File: config.mk
export PLATFORM = sky130hd
export DESIGN_NAME = credit_sender_flat
export DESIGN_NICKNAME = d
export VERILOG_FILES = /design/src/rtl/credit_sender_if.sv /design/src/rtl/credit_sender.sv /design/src/flat_wrapper.sv
export SDC_FILE = /design/constraint.sdc
export NUM_CORES = 1
export LEC_CHECK = 0
export BUFFER_PORTS_ARGS = -buffer_cell sky130_fd_sc_hd__buf_2
export CAP_MARGIN = 20
export CORE_AREA = 2 2 39 41
export DETAILED_ROUTE_END_ITERATION = 12
export DIE_AREA = 0 0 41 43
export HOLD_SLACK_MARGIN = 0.12
export MAX_ROUTING_LAYER = met4
export PLACE_DENSITY_LB_ADDON = 0.08
export SETUP_SLACK_MARGIN = 0.05
export SYNTH_ARGS = -nofsm -noshare
export SYNTH_HDL_FRONTEND = slang
export SYNTH_SLANG_ARGS = --single-unit
File: constraint.sdc
create_clock -name clk -period 7.58 [get_ports clk]
set_input_delay 0.758 -clock clk [delete_from_list [all_inputs] [get_ports clk]]
set_output_delay 0.758 -clock clk [all_outputs]
set_load 0.03 [all_outputs]
File: src/rtl/credit_sender_if.sv
// Handshake bundle between a credit sender and its neighbours.
// The push_* group runs from upstream to the sender.
// The pop_* group runs between the sender and the credit receiver.
// The slave modport is the sender's view; master is the environment's view.
interface credit_sender_if #(
    parameter int WIDTH = 8
);
    logic             push_valid;
    logic             push_ready;
    logic [WIDTH-1:0] push_data;

    logic             pop_valid;
    logic [WIDTH-1:0] pop_data;
    logic             pop_credit;
    logic             pop_sender_in_reset;
    logic             pop_receiver_in_reset;

    modport slave (
        input  push_valid,
        input  push_data,
        output push_ready,
        output pop_valid,
        output pop_data,
        input  pop_credit,
        output pop_sender_in_reset,
        input  pop_receiver_in_reset
    );

    modport master (
        output push_valid,
        output push_data,
        input  push_ready,
        input  pop_valid,
        input  pop_data,
        output pop_credit,
        input  pop_sender_in_reset,
        output pop_receiver_in_reset
    );
endinterface

File: src/rtl/credit_sender.sv
// Credit-based flit sender.
// Flits are forwarded only while spendable credits remain. Each send spends
// one credit, and each credit the receiver returns adds one. Returning a
// credit into a full counter sets a sticky overflow flag.
// Optional build macro CREDIT_SENDER_REG_OUT_EN registers pop_valid/pop_data.
// Without the macro the flit passes through combinationally.
// rst is asynchronous and active-low.
module credit_sender #(
    parameter  int WIDTH       = 8,
    parameter  int MAX_CREDITS = 4,
    localparam int CW          = $clog2(MAX_CREDITS + 1)
) (
    input  logic               clk,
    input  logic               rst,
    credit_sender_if.slave     bus,
    input  logic [CW-1:0]      credit_withhold,
    output logic [CW-1:0]      credit_count,
    output logic [CW-1:0]      credit_available,
    output logic               credit_overflow
);

    localparam logic [CW-1:0] MAX_CNT = CW'(MAX_CREDITS);
    localparam logic [CW-1:0] ONE     = CW'(1);

    logic [CW-1:0] credit_count_q,  credit_count_d;
    logic          credit_overflow_q, credit_overflow_d;
    logic          sender_in_reset_q, sender_in_reset_d;
    logic [CW-1:0] credit_available_d;
    logic          push_ready_d;
    logic          send;
    logic          credit_in;

    // Spendable credits: count minus reserve, floored at zero.
    always_comb begin
        credit_available_d = '0;
        if (credit_count_q > credit_withhold) begin
            credit_available_d = credit_count_q - credit_withhold;
        end
    end

    // Ready depends on state and receiver reset only, never on push_valid.
    always_comb begin
        push_ready_d = (credit_available_d != '0)
                     && !sender_in_reset_q
                     && !bus.pop_receiver_in_reset;
        send      = bus.push_valid && push_ready_d;
        credit_in = bus.pop_credit && !sender_in_reset_q
                                   && !bus.pop_receiver_in_reset;
    end

    // Next counter, overflow and sender-reset state.
    always_comb begin
        credit_count_d    = credit_count_q;
        credit_overflow_d = credit_overflow_q;
        sender_in_reset_d = 1'b0;
        if (bus.pop_receiver_in_reset) begin
            credit_count_d = '0;
        end else if (send && !credit_in) begin
            credit_count_d = credit_count_q - ONE;
        end else if (credit_in && !send) begin
            if (credit_count_q == MAX_CNT) begin
                credit_overflow_d = 1'b1;
            end else begin
                credit_count_d = credit_count_q + ONE;
            end
        end
    end

    // Credit state registers; sender-reset flag is set asynchronously by rst.
    always_ff @(posedge clk or negedge rst) begin
        if (!rst) begin
            credit_count_q    <= '0;
            credit_overflow_q <= 1'b0;
            sender_in_reset_q <= 1'b1;
        end else begin
            credit_count_q    <= credit_count_d;
            credit_overflow_q <= credit_overflow_d;
            sender_in_reset_q <= sender_in_reset_d;
        end
    end

`ifdef CREDIT_SENDER_REG_OUT_EN
    logic             pop_valid_q, pop_valid_d;
    logic [WIDTH-1:0] pop_data_q,  pop_data_d;

    // Capture the flit on a send; hold the data otherwise.
    always_comb begin
        pop_valid_d = send;
        pop_data_d  = pop_data_q;
        if (send) begin
            pop_data_d = bus.push_data;
        end
    end

    // Output registers; reset discards any pending flit.
    always_ff @(posedge clk or negedge rst) begin
        if (!rst) begin
            pop_valid_q <= 1'b0;
            pop_data_q  <= '0;
        end else begin
            pop_valid_q <= pop_valid_d;
            pop_data_q  <= pop_data_d;
        end
    end

    // Drive the registered flit toward the receiver.
    always_comb begin
        bus.pop_valid = pop_valid_q;
        bus.pop_data  = pop_data_q;
    end
`else
    // Zero-latency pass-through of the accepted flit.
    always_comb begin
        bus.pop_valid = send;
        bus.pop_data  = bus.push_data;
    end
`endif

    // Status outputs.
    always_comb begin
        bus.push_ready          = push_ready_d;
        bus.pop_sender_in_reset = sender_in_reset_q;
        credit_count            = credit_count_q;
        credit_available        = credit_available_d;
        credit_overflow         = credit_overflow_q;
    end

endmodule

File: src/flat_wrapper.sv
// flat-port wrapper written by rule: the top's interface ports become plain ports
module credit_sender_flat 
#(
    parameter  int WIDTH       = 8,
    parameter  int MAX_CREDITS = 4,
    localparam int CW          = $clog2(MAX_CREDITS + 1)
)
  (clk, rst, credit_withhold, credit_count, credit_available, credit_overflow, bus_push_valid, bus_push_data, bus_push_ready, bus_pop_valid, bus_pop_data, bus_pop_credit, bus_pop_sender_in_reset, bus_pop_receiver_in_reset);
  credit_sender_if #(.WIDTH(WIDTH)) bus_i ();
  input  logic clk;
  input  logic rst;
  input  logic [CW-1:0] credit_withhold;
  output logic [CW-1:0] credit_count;
  output logic [CW-1:0] credit_available;
  output logic credit_overflow;
  input wire logic [$bits(bus_i.push_valid)-1:0] bus_push_valid;
  input wire logic [$bits(bus_i.push_data)-1:0] bus_push_data;
  output wire logic [$bits(bus_i.push_ready)-1:0] bus_push_ready;
  output wire logic [$bits(bus_i.pop_valid)-1:0] bus_pop_valid;
  output wire logic [$bits(bus_i.pop_data)-1:0] bus_pop_data;
  input wire logic [$bits(bus_i.pop_credit)-1:0] bus_pop_credit;
  output wire logic [$bits(bus_i.pop_sender_in_reset)-1:0] bus_pop_sender_in_reset;
  input wire logic [$bits(bus_i.pop_receiver_in_reset)-1:0] bus_pop_receiver_in_reset;
  assign bus_i.push_valid = bus_push_valid;
  assign bus_i.push_data = bus_push_data;
  assign bus_push_ready = bus_i.push_ready;
  assign bus_pop_valid = bus_i.pop_valid;
  assign bus_pop_data = bus_i.pop_data;
  assign bus_i.pop_credit = bus_pop_credit;
  assign bus_pop_sender_in_reset = bus_i.pop_sender_in_reset;
  assign bus_i.pop_receiver_in_reset = bus_pop_receiver_in_reset;
  credit_sender #(.WIDTH(WIDTH), .MAX_CREDITS(MAX_CREDITS)) u_core (.clk(clk), .rst(rst), .bus(bus_i), .credit_withhold(credit_withhold), .credit_count(credit_count), .credit_available(credit_available), .credit_overflow(credit_overflow));
endmodule
==> impl_results.md <==
- Fin. max-slew vios: 0
- Crit path capture type: output pin
- Pwr Density: 162 nW/µm²
- Post-synth EDFFs: 0
- Pint: 64.3 µW
- Hold Path Class: input pin to asynchronous set/reset pin
- Gr busiest metal: met2
- Die Area: 1760 µm²
- Core area: 1380 µm²
- Post-CTS sizing: 0
- Antenna-violating nets left: 0
- Gr usage total: 13.6%
- Setup tns final: 0 ns
- Final Power: 103 µW
- Fin nets: 96
- Clock skew: 0.00136 ns
- CTS tree: yes
- Synth unique cells: 29
- Starting Density: 40.8%
- Clock tree sinks: 5
- Routing usage on met1: 17.9%
- Hold_buf cts: 0
- Logic pwr share: 39.9%
- Net Sw Power: 38.8 µW
- Vias: 435
- Post-synthesis sequential area ratio: 22.4%
- Num CTS Buffers: 3
- Run status: complete, no violations
- Mapped Cells: 61
- IO Pins: 34
- ANT cells: 0
- Synthesized area: 564 µm²
- Met3 Resource Use GR: 3.14%
- CTS root buffer: clkbuf_4
- Largest net degree at the start of global routing: 9
- Ys flop type: dfrtp_1
- Die extent in x: 41 µm
- Worst-Skew Late Latency: 0.24 ns
- Final critical-path required period: 3.05 ns
- WP data arrival: 2.29 ns
- M2 GR Usage: 18.1%
- Die height: 43 µm
- Syn. warnings: 0
- Initial antenna violation count: 0
- RSZ-0062 raised after global routing: no
- First-pass DRT Iterations: 4
- Final setup fails: 0
- Post-Syn Nets: 82
- H-tree depth reported by CTS: 1
- Crit Path Category: input pin to output pin
- Avg Synthesized Cell Area: 9.25 µm²
- Congestion Overflow GR: 0
- DRC Markers: 0
- Max frequency: 0.328 GHz
- Via-to-Cell Ratio: 4.83
- Area Growth Syn to Fin: 12.6%
- Yosys reg bits: 5
- Switching share of power: 37.6%
- Startpoint Class: input pin
- VDD IR-drop max: 0.0000832 V
- Max-cap violation count: 0
- Worst EP required: 6.82 ns
- FFs w/ async S/R, synth: 100%
- Routed WL: 990 µm
- Routed WL per cell: 11.0 µm
- Reg clk slew, reported paths: 0.04 ns
- Number of DRC violations after detailed-routing iteration 0: 8
- Synth top area cells: dfrtp_1 18%, buf_4 11%, fa_1 7.1%
- Postcts setup bufs: 0
- IO Port Bufs: 17
- Number of global-route vias before repair: 375
- Clk buf depth: 2
- Routability cong.: 0.766
- Fin crit share: 40.2%
- Area leader, netlist: dfrtp_1
- Sequential share of power: 31.4%
- Top-area cell type share of the netlist area: 17.7%
- Share of cells above drive strength 1: 37.8%
- DP Wirelength: 817 µm
- Clock power share: 28.6%
- Leakage power: 0.000351 µW
- First-pass GRT wire length: 1510 µm
- Worst-path maximum fanout: 4
- Site row count: 14
- Hold Vio Cnt, Final: 0
[cells in the mapped netlist, drive strengths merged, types with 2 or more instances]
library cell  n
a31oi         2
buf           8
dfrtp         4
nand2         4
mux2          2
fa            2
nor2          9
a21oi         3
inv           7
nand3         2
ha            3
[through the flow]
step / worst slack, ns / util (%) / area [µm²] / hold WS (ns) / instances
floorplan: 4.23 / - / 564 / 0.462 / 61
global placement: 4.37 / 44.0 / 609 / 0.449 / 86
detailed placement: 4.35 / 44.0 / 609 / 0.452 / 86
CTS: 4.52 / 45.9 / 636 / 0.314 / 90
global route: 4.39 / 45.9 / 636 / 0.324 / 90
finish: 4.53 / 45.9 / 636 / 0.323 / 90
[worst paths after layout]
check | startpoint | to | slack (ns) | cells past startpoint
setup / recovery | credit_withhold[0] | bus_pop_valid | 4.53 | 9
hold / removal | rst | u_core.credit_count[2]$_DFFE_PN0P_ | 0.32 | 1
setup reg to reg | u_core.credit_count[0]$_DFFE_PN0P_ | u_core.credit_count[2]$_DFFE_PN0P_ | 4.67 | 13
hold reg to reg | u_core.credit_overflow$_DFFE_PN0P_ | u_core.credit_overflow$_DFFE_PN0P_ | 0.46 | 1
max in group asynchronous | rst | u_core.bus.pop_sender_in_reset$_DFF_PN1_ | 7.05 | 1
min in group clk | u_core.credit_overflow$_DFFE_PN0P_ | u_core.credit_overflow$_DFFE_PN0P_ | 0.46 | 1
[placed cells by master, fill, tap and decap left out]
| cell type | netlist | routed |
|---|---|---|
| buf_2 | 0 | 17 |
| nor2_1 | 9 | 9 |
| inv_1 | 7 | 7 |
| nand2_1 | 4 | 4 |
| dfrtp_1 | 4 | 4 |
| a21oi_1 | 3 | 3 |
| ha_1 | 3 | 3 |
| clkbuf_4 | 0 | 3 |
| fa_1 | 2 | 2 |
| nand3b_1 | 1 | 1 |
| nand3_1 | 1 | 1 |
| xnor2_2 | 1 | 1 |
| or3b_4 | 1 | 1 |
| a31oi_4 | 1 | 1 |
| nand3_2 | 1 | 1 |
| and3_1 | 1 | 1 |
| nor4_1 | 1 | 1 |
| and2b_1 | 1 | 1 |
| a311oi_4 | 1 | 1 |
| and4_1 | 1 | 1 |
| a31oi_1 | 1 | 1 |
| mux2_1 | 1 | 1 |
| nor2b_1 | 1 | 1 |
| mux2i_1 | 1 | 1 |
| a221oi_1 | 1 | 1 |
| a2bb2oi_2 | 1 | 1 |
| mux2_4 | 1 | 1 |
| a21o_1 | 1 | 1 |
| clkbuf_1 | 0 | 1 |
| dfstp_2 | 1 | 1 |
| conb_1 | 1 | 1 |
[area by class of cell]
class,count,area (µm²)
fillers,148,748
multi-input cells,41,352
flip-flops and latches,5,126
inverters,7,26.3
repair buffers,17,85.1
clock buffers,4,26.3
well taps,16,20.0
[critical path, cell delays in order]
cell     delay, ns
buf_2         0.08
ha_1          0.15
inv_1         0.05
fa_1          0.40
xnor2_2       0.18
a31oi_4       0.25
nand3_2       0.16
inv_1         0.07
buf_2         0.19
[state kept, by name, summed over array words and instances, names as in the netlist]
signal / flops
u_core.credit_overflow: 1
u_core.bus.pop_sender_in_reset: 1
u_core.credit_count: 3
[logic make-up (layout without fill, tap and decap cells)]
group	count (synthesis)	after routing	share of synthesized area, %
AND/OR/NAND/NOR	22	22	20.8
buffers and inverters	15	28	15.3
AO/OA/AOI/OAI	9	9	17.7
adder cells (fa/ha/maj)	5	5	13.7
flip-flops	5	5	22.4
multiplexers	3	3	6.43
other	1	1	0.665
XOR/XNOR	1	1	2.88
[metal layers]
layer,part of all wire (%),wire length (µm)
met1,50,497
met2,45,442
met3,5.1,50
met4,0,0
met5,0,0
[power by group through the flow]
stage	clock [µW]	sequential, µW	combinational (µW)
after detailed placement	0	32.9	41.5
final	29.5	32.4	41.2
after global placement	0	32.8	41.7
after floorplan	0	36.9	34.4
after CTS	31.5	32.5	41.6
after global routing	32.4	33.0	45.7
(Power assumes the default switching activity.)
